===== config.mk =====
export PLATFORM = sky130hd
export DESIGN_NAME = alu_share_arbiter_flat
export DESIGN_NICKNAME = d
export VERILOG_FILES = /design/src/rtl/alu_share_if.sv /design/src/rtl/alu_share_arbiter.sv /design/src/flat_wrapper.sv
export SDC_FILE = /design/constraint.sdc
export NUM_CORES = 1
export LEC_CHECK = 0
export CORE_MARGIN = 1
export CORE_UTILIZATION = 29
export DETAILED_ROUTE_END_ITERATION = 8
export DONT_BUFFER_PORTS = 1
export MAX_ROUTING_LAYER = met4
export PLACE_DENSITY = 0.53
export SYNTH_ARGS = -nofsm -noshare
export SYNTH_HDL_FRONTEND = slang
export SYNTH_SLANG_ARGS = --single-unit

===== constraint.sdc =====
create_clock -name clk -period 5.14 [get_ports clk]
set_clock_uncertainty 0.15 [all_clocks]
set_input_delay 0.514 -clock clk [delete_from_list [all_inputs] [get_ports clk]]
set_output_delay 0.514 -clock clk [all_outputs]
set_load 0.02 [all_outputs]

===== src/rtl/alu_share_if.sv =====
// Bundles the two request ports, the response port and the ALU-side connection of
// alu_share_arbiter. slave = arbiter side; master = requesters, consumer and ALU.
interface alu_share_if #(
  parameter int DATA_WIDTH = 32
);
  logic                  req0_valid;
  logic                  req0_ready;
  logic [DATA_WIDTH-1:0] req0_op1;
  logic [DATA_WIDTH-1:0] req0_op2;
  logic [2:0]            req0_ctrl;

  logic                  req1_valid;
  logic                  req1_ready;
  logic [DATA_WIDTH-1:0] req1_op1;
  logic [DATA_WIDTH-1:0] req1_op2;
  logic [2:0]            req1_ctrl;

  logic                  rsp_valid;
  logic                  rsp_ready;
  logic                  rsp_id;
  logic [DATA_WIDTH-1:0] rsp_sum;
  logic                  rsp_eq;
  logic                  rsp_err;

  logic [DATA_WIDTH-1:0] alu_op1;
  logic [DATA_WIDTH-1:0] alu_op2;
  logic [2:0]            alu_ctrl;
  logic [DATA_WIDTH-1:0] alu_sum;
  logic                  alu_eq;

  modport slave (
    input  req0_valid, req0_op1, req0_op2, req0_ctrl,
    input  req1_valid, req1_op1, req1_op2, req1_ctrl,
    output req0_ready, req1_ready,
    output rsp_valid, rsp_id, rsp_sum, rsp_eq, rsp_err,
    input  rsp_ready,
    output alu_op1, alu_op2, alu_ctrl,
    input  alu_sum, alu_eq
  );

  modport master (
    output req0_valid, req0_op1, req0_op2, req0_ctrl,
    output req1_valid, req1_op1, req1_op2, req1_ctrl,
    input  req0_ready, req1_ready,
    input  rsp_valid, rsp_id, rsp_sum, rsp_eq, rsp_err,
    output rsp_ready,
    input  alu_op1, alu_op2, alu_ctrl,
    output alu_sum, alu_eq
  );
endinterface


===== src/rtl/alu_share_arbiter.sv =====
// Round-robin sharing of one external ALU between two requesters: accept, drive the
// ALU from registered operands for one cycle, then hold the result until consumed.
module alu_share_arbiter #(
  parameter int DATA_WIDTH = 32
) (
  input  logic       clk,
  input  logic       rst,
  alu_share_if.slave bus
);
  localparam int NUM_REQ = 2;

  typedef struct packed {
    logic [DATA_WIDTH-1:0] op1;
    logic [DATA_WIDTH-1:0] op2;
    logic [2:0]            ctrl;
  } req_t;

  typedef enum logic [1:0] {IDLE, EXEC, RESP} state_t;

  state_t                  state, state_nxt;
  logic [NUM_REQ-1:0]      req_vld;
  logic [NUM_REQ-1:0]      req_rdy;
  req_t [NUM_REQ-1:0]      req_pld;
  logic                    gnt;
  logic                    accept;
  logic                    prio;

  logic [DATA_WIDTH-1:0]   op1_q, op2_q;
  logic [2:0]              ctrl_q;
  logic                    id_q, err_q;

  logic                    rsp_valid_q, rsp_id_q, rsp_eq_q, rsp_err_q;
  logic [DATA_WIDTH-1:0]   rsp_sum_q;

  always_comb begin
    req_vld         = {bus.req1_valid, bus.req0_valid};
    req_pld[0].op1  = bus.req0_op1;
    req_pld[0].op2  = bus.req0_op2;
    req_pld[0].ctrl = bus.req0_ctrl;
    req_pld[1].op1  = bus.req1_op1;
    req_pld[1].op2  = bus.req1_op2;
    req_pld[1].ctrl = bus.req1_ctrl;
  end

  // Grant only in IDLE; on contention the priority pointer decides.
  always_comb begin
    state_nxt = state;
    gnt       = prio;
    accept    = 1'b0;
    req_rdy   = '0;
    case (state)
      IDLE: begin
        if (|req_vld) begin
          accept       = 1'b1;
          gnt          = (&req_vld) ? prio : req_vld[1];
          req_rdy[gnt] = 1'b1;
          state_nxt    = EXEC;
        end
      end
      EXEC:    state_nxt = RESP;
      RESP:    if (bus.rsp_ready) state_nxt = IDLE;
      default: state_nxt = IDLE;
    endcase
  end

  always_ff @(posedge clk or posedge rst) begin
    if (rst) begin
      state  <= IDLE;
      prio   <= 1'b0;
      op1_q  <= '0;
      op2_q  <= '0;
      ctrl_q <= '0;
      id_q   <= 1'b0;
      err_q  <= 1'b0;
    end else begin
      state <= state_nxt;
      if (accept) begin
        op1_q  <= req_pld[gnt].op1;
        op2_q  <= req_pld[gnt].op2;
        // Illegal ops still run through the ALU, but as a harmless add.
        ctrl_q <= req_pld[gnt].ctrl[2] ? 3'b000 : req_pld[gnt].ctrl;
        err_q  <= req_pld[gnt].ctrl[2];
        id_q   <= gnt;
        prio   <= ~gnt;
      end
    end
  end

  always_ff @(posedge clk or posedge rst) begin
    if (rst) begin
      rsp_valid_q <= 1'b0;
      rsp_id_q    <= 1'b0;
      rsp_sum_q   <= '0;
      rsp_eq_q    <= 1'b0;
      rsp_err_q   <= 1'b0;
    end else if (state == EXEC) begin
      rsp_valid_q <= 1'b1;
      rsp_id_q    <= id_q;
      rsp_err_q   <= err_q;
      rsp_sum_q   <= err_q ? '0 : bus.alu_sum;
      rsp_eq_q    <= ~err_q & bus.alu_eq;
    end else if (state == RESP && bus.rsp_ready) begin
      rsp_valid_q <= 1'b0;
    end
  end

  assign bus.req0_ready = req_rdy[0];
  assign bus.req1_ready = req_rdy[1];

  assign bus.alu_op1  = op1_q;
  assign bus.alu_op2  = op2_q;
  assign bus.alu_ctrl = ctrl_q;

  assign bus.rsp_valid = rsp_valid_q;
  assign bus.rsp_id    = rsp_id_q;
  assign bus.rsp_sum   = rsp_sum_q;
  assign bus.rsp_eq    = rsp_eq_q;
  assign bus.rsp_err   = rsp_err_q;
endmodule


===== src/flat_wrapper.sv =====
// flat-port wrapper written by rule: the top's interface ports become plain ports
module alu_share_arbiter_flat 
#(
  parameter int DATA_WIDTH = 32
)
  (clk, rst, bus_req0_valid, bus_req0_op1, bus_req0_op2, bus_req0_ctrl, bus_req1_valid, bus_req1_op1, bus_req1_op2, bus_req1_ctrl, bus_req0_ready, bus_req1_ready, bus_rsp_valid, bus_rsp_id, bus_rsp_sum, bus_rsp_eq, bus_rsp_err, bus_rsp_ready, bus_alu_op1, bus_alu_op2, bus_alu_ctrl, bus_alu_sum, bus_alu_eq);
  alu_share_if #(.DATA_WIDTH(DATA_WIDTH)) bus_i ();
  input  logic clk;
  input  logic rst;
  input wire logic [$bits(bus_i.req0_valid)-1:0] bus_req0_valid;
  input wire logic [$bits(bus_i.req0_op1)-1:0] bus_req0_op1;
  input wire logic [$bits(bus_i.req0_op2)-1:0] bus_req0_op2;
  input wire logic [$bits(bus_i.req0_ctrl)-1:0] bus_req0_ctrl;
  input wire logic [$bits(bus_i.req1_valid)-1:0] bus_req1_valid;
  input wire logic [$bits(bus_i.req1_op1)-1:0] bus_req1_op1;
  input wire logic [$bits(bus_i.req1_op2)-1:0] bus_req1_op2;
  input wire logic [$bits(bus_i.req1_ctrl)-1:0] bus_req1_ctrl;
  output wire logic [$bits(bus_i.req0_ready)-1:0] bus_req0_ready;
  output wire logic [$bits(bus_i.req1_ready)-1:0] bus_req1_ready;
  output wire logic [$bits(bus_i.rsp_valid)-1:0] bus_rsp_valid;
  output wire logic [$bits(bus_i.rsp_id)-1:0] bus_rsp_id;
  output wire logic [$bits(bus_i.rsp_sum)-1:0] bus_rsp_sum;
  output wire logic [$bits(bus_i.rsp_eq)-1:0] bus_rsp_eq;
  output wire logic [$bits(bus_i.rsp_err)-1:0] bus_rsp_err;
  input wire logic [$bits(bus_i.rsp_ready)-1:0] bus_rsp_ready;
  output wire logic [$bits(bus_i.alu_op1)-1:0] bus_alu_op1;
  output wire logic [$bits(bus_i.alu_op2)-1:0] bus_alu_op2;
  output wire logic [$bits(bus_i.alu_ctrl)-1:0] bus_alu_ctrl;
  input wire logic [$bits(bus_i.alu_sum)-1:0] bus_alu_sum;
  input wire logic [$bits(bus_i.alu_eq)-1:0] bus_alu_eq;
  assign bus_i.req0_valid = bus_req0_valid;
  assign bus_i.req0_op1 = bus_req0_op1;
  assign bus_i.req0_op2 = bus_req0_op2;
  assign bus_i.req0_ctrl = bus_req0_ctrl;
  assign bus_i.req1_valid = bus_req1_valid;
  assign bus_i.req1_op1 = bus_req1_op1;
  assign bus_i.req1_op2 = bus_req1_op2;
  assign bus_i.req1_ctrl = bus_req1_ctrl;
  assign bus_req0_ready = bus_i.req0_ready;
  assign bus_req1_ready = bus_i.req1_ready;
  assign bus_rsp_valid = bus_i.rsp_valid;
  assign bus_rsp_id = bus_i.rsp_id;
  assign bus_rsp_sum = bus_i.rsp_sum;
  assign bus_rsp_eq = bus_i.rsp_eq;
  assign bus_rsp_err = bus_i.rsp_err;
  assign bus_i.rsp_ready = bus_rsp_ready;
  assign bus_alu_op1 = bus_i.alu_op1;
  assign bus_alu_op2 = bus_i.alu_op2;
  assign bus_alu_ctrl = bus_i.alu_ctrl;
  assign bus_i.alu_sum = bus_alu_sum;
  assign bus_i.alu_eq = bus_alu_eq;
  alu_share_arbiter #(.DATA_WIDTH(DATA_WIDTH)) u_core (.clk(clk), .rst(rst), .bus(bus_i));
endmodule

Word level (Yosys, flattened, before mapping)
Cells that the tools add are included.
- register bits: 108
- bits in latches: 0
- bits in writable memories: 0
- ROM bits: 0
- input bits: 172
- output and inout bits: 105
- word-level logic and storage cells: 47
- memories: 0
- add/sub/neg operators: 0
- multiply operators: 0
- divide/modulo/power cells: 0
- $lt $le $gt $ge: 3
- eq/ne operators: 4
- shift operators: 0
- multiplexer cells: 18
- bitwise gates (word level): 3
- reduce and logical (&&, ||, !) cells: 7
- operators with widths (cell ; count):
    $mux 67 ; 2
    $mux 32 ; 1
    $mux 2 ; 5
    $mux 1 ; 8
    $pmux 2 s3 ; 1
    $lt 1x2->1 const B ; 2
    $reduce_and 2->1 ; 2
    $eq 2x1->1 const B ; 1
    $eq 2x2->1 const B ; 1
    $logic_and 1x1->1 ; 2
    $logic_not 2->1 ; 1
    $ne 2x1->1 const B ; 1
    $ne 2x2->1 const B ; 1
    $not 1->1 ; 2
    $reduce_bool 2->1 ; 1
    $reduce_or 2->1 ; 1
    $and 1x1->1 ; 1
    $demux 1 s1 ; 1
    $ge 1x1->1 const B ; 1

Longest topological paths before layout
- word-level depth: 8
- depth in mapped cells: 7
- gate-level depth less buffers: 4

Worst setup path after synthesis
No wires, ideal clock.
- path type: register to output
- start: register u_core.state[0]
- end: output bus_req0_ready
- data arrival time: 1.270 ns
- data required time: 4.476 ns
- setup slack: 3.206 ns
- cell stages (with the launch flop): 4
- path buffers: 2
- cells stage by stage: dfrtp_1 > buf_6 > a2111oi_4 > buf_6
- longest elaborated chain between the ends: 2
- ends and longest elaborated chain (what ; line ; RTL):
    start: declaration ; alu_share_arbiter.sv:20 ; state_t state, state_nxt;
    start signal: assignment ; alu_share_arbiter.sv:76 ; state <= state_nxt;
    $logic_not 2->1 ; alu_share_arbiter.sv:51 ; case (state)
    $mux 2 ; alu_share_arbiter.sv:51 ;
    end: declaration ; flat_wrapper.sv:18 ; output wire logic [$bits(bus_i.req0_ready)-1:0] bus_req0_ready;
No other way between the ends.

Worst setup path in the final report
Same ends and word-level chain as after synthesis.

==> impl_results.md <==
- Status: finished with violations
- Failing checks: design-rule violations
- Die H: 127 um
- VDD IR-drop max: just over 200 uV
- CTS tree: done
- Post-synth top cells: dfrtp_1 (107), inv_1 (63), a222oi_1 (59)
- Crit end category: output pin
- Part of the Yosys area used for sequential elements: 58.8%
- Top cell type's share of synthesized area: between 50 and 60%
- Period utilisation layout: 46.1%
- I/O Pins: ~280
- Unrepaired setup endpoints after global routing: false
- First-pass GRT wire length: 16400 um
- Placed Cells: just under 600
- R2r setup slk: slightly above 3000 ps
- Hold EP: u_core.state[1]
- Fin crit period: around 2400 ps
- Post-route worst setup slack: about 2800 ps
- WP data arrival: 1700 ps
- HP Start: bus_rsp_ready
- Max Fanout on Critical Path: 34
- Crit start category: flop
- Crit. Startpoint: u_core.state[0]
- Pre-CTS setup slack: 3030 ps
- Register area: 2680 um^2
- CTS clk-pin slew, worst paths: 70 ps
- H-tree Lvls: 3
- Most frequent cell after synthesis: dfrtp_1
- Root Driver: clkbuf_16
- Seq cells post-synth: around 110
- R2R depth: 5
- Clk_lat worst skew: between 300 and 400 ps
- Pwr Density: roughly 730 nW/um^2
- Worst min path class: in2reg
- Ys Warns: 0
- Dpl hpwl: 7990 um
- Cell row count: 45
- Initial Util: 29.9%
- Multi-input logic area: 1420 um^2
- # clock sinks: 107
- Fill count: 1559
- Synth unique cells: 26
- Post-route insts no fill: 610
- Asr flop ratio synth: 100%
- Worst R2R Start: u_core.state[0]
- Post-CTS Resized: 0
- NumNets Final: 566
- Slew Limit Headroom: 43.6%
- Overflow after GRT: 0
- Max-slew violation count: 0
- Finish-stage setup viols: 0
- Via density: 5.23
- Post-Syn Instances: ~400
- Setup bufs post-CTS: 0
- Achievable Freq: 422 MHz
- # DRC: 2
- Core area: 15300 um^2
- Required @ worst endpoint: 4480 ps
- Vias in the first global route: 3099
- I/O Buffers: 0
- Area leader, netlist: dfrtp_1
- Synthesized cell area: 4560 um^2
- Antenna viol nets, final: 0
- Critical path class: reg2out
- Worst hold path depth: 1
- Fin. Hold Viols: 0
- Syn-to-layout area delta: 9.34%
- CTS Buf Count: 9
- Worst-Margin Slew: 846 ps
- Routed vias: 3188
- TritonRoute pass-1 iters: 9
- Initial antenna violation count: 0
- Layout cells sized above 1: 7.52%
- Top area cells in the synthesized netlist: dfrtp_1 (59%), a222oi_1 (13%), inv_1 (5.2%), nand2b_1 (4.8%), nand2_1 (3.5%)
- Mean area per synthesized cell: ~11 um^2
- WL final: roughly 11000 um
- First DRT Iteration DRCs: approximately 280
- Max Cap Viol: 0
- CTS Hold Buffers Added: 1
- Capturing point of the worst reg2reg path: u_core.err_q
- Setup TNS Final: 0 ps
- CTS max path bufs: 2
- Pin count of the biggest net entering global routing: 70
- Die area: 16200 um^2
- Post-Synthesis Net Count: 582
- Post-synth EDFFs: 0
- Antenna cells: 0
- Routed WL per cell: around 18 um
- Leak: around 2.4 nW
- Gr usage total: 13.8%
- Die Wd: 127 um
- RD Place Congestion: 0.678
- Top FF cell, synth: dfrtp_1
## worst max-delay path by stage
stage | to | slack (ps) | cells after the start
global placement | u_core.err_q | 3080 | 4
floorplan | u_core.bus.alu_ctrl[0] | 1660 | 1
CTS | bus_req0_ready | 2760 | 2
global route | bus_req0_ready | 2670 | 2
detailed placement | u_core.err_q | 3030 | 4
finish | bus_req0_ready | 2770 | 2
## per-stage QoR
stage                     util [%]  cell area [um^2]  power [mW]  hold slack (ps)
after floorplan                  -              4560        2.75              293
after global placement        30.5              4650        2.89              309
after detailed placement      30.5              4650        2.95              310
after CTS                     32.7              4980        3.71             97.3
after global routing          32.7              4980        3.90              130
final                         32.7              4980        3.65              113
## area by class of cell
class,instances,area share [%]
flip-flops and latches,107,53.7
multi-input cells,204,28.5
well taps,211,5.30
inverters,64,4.87
clock buffers,10,4.60
clock inverters,6,1.78
repair buffers,8,1.26
## sequential cells by signal, summed over array words and instances (netlist names)
register	flops
u_core.id_q	1
u_core.bus.alu_op1	32
u_core.prio	1
u_core.bus.rsp_valid	1
u_core.bus.alu_op2	32
u_core.err_q	1
u_core.bus.rsp_sum	32
u_core.bus.rsp_eq	1
u_core.state	2
u_core.bus.rsp_err	1
u_core.bus.alu_ctrl	2
u_core.bus.rsp_id	1
## cell families (layout without fill, tap and decap cells)
kind of cell,Yosys count,in the layout,share of synthesized area [%]
AOI/OAI and AO/OA,115,115,20.2
buffers and inverters,99,88,10.6
and+or+nand+nor,84,84,9.39
DFF,107,107,58.8
other,1,1,0.0823
muxes,4,4,0.934
## placed cells by master (no fill, tap or decap), drive strengths merged
| cell | count |
|---|---|
| a21oi | 2 |
| nor4 | 1 |
| a21o | 2 |
| clkinvlp | 2 |
| mux2i | 2 |
| nor3b | 1 |
| nand2 | 42 |
| a222oi | 59 |
| mux2 | 2 |
| inv | 65 |
| o22ai | 7 |
| o31a | 1 |
| o22a | 1 |
| clkbuf | 10 |
| bufinv | 2 |
| dfrtp | 107 |
| o21ai | 42 |
| clkinv | 1 |
| nor2 | 1 |
| nand2b | 35 |
| nor2b | 4 |
| a2111oi | 1 |
| conb | 1 |
| dlygate4sd3 | 1 |
| buf | 7 |
## worst max-delay path, cell delays in order (launching register included)
cell       delay, ps
dfrtp_1          510
a2111oi_4        400
buf_4            440
## power by group
part,internal [mW],switching (mW),total (mW)
clock,0.428,0.313,0.741
combinational,0.426,0.533,0.959
sequential,1.21,0.744,1.95
total,2.06,1.59,3.65
## metal layers
layer / track usage (%) / up-vias / part of all wire [%]
met1: 15.1 / 1545 / 39
met3: 4.86 / 16 / 10
li1: - / 1422 / -
met2: 22.1 / 205 / 49
met5: - / - / 0
met4: 7.28 / 0 / 2.2
(Power assumes the default switching activity.)
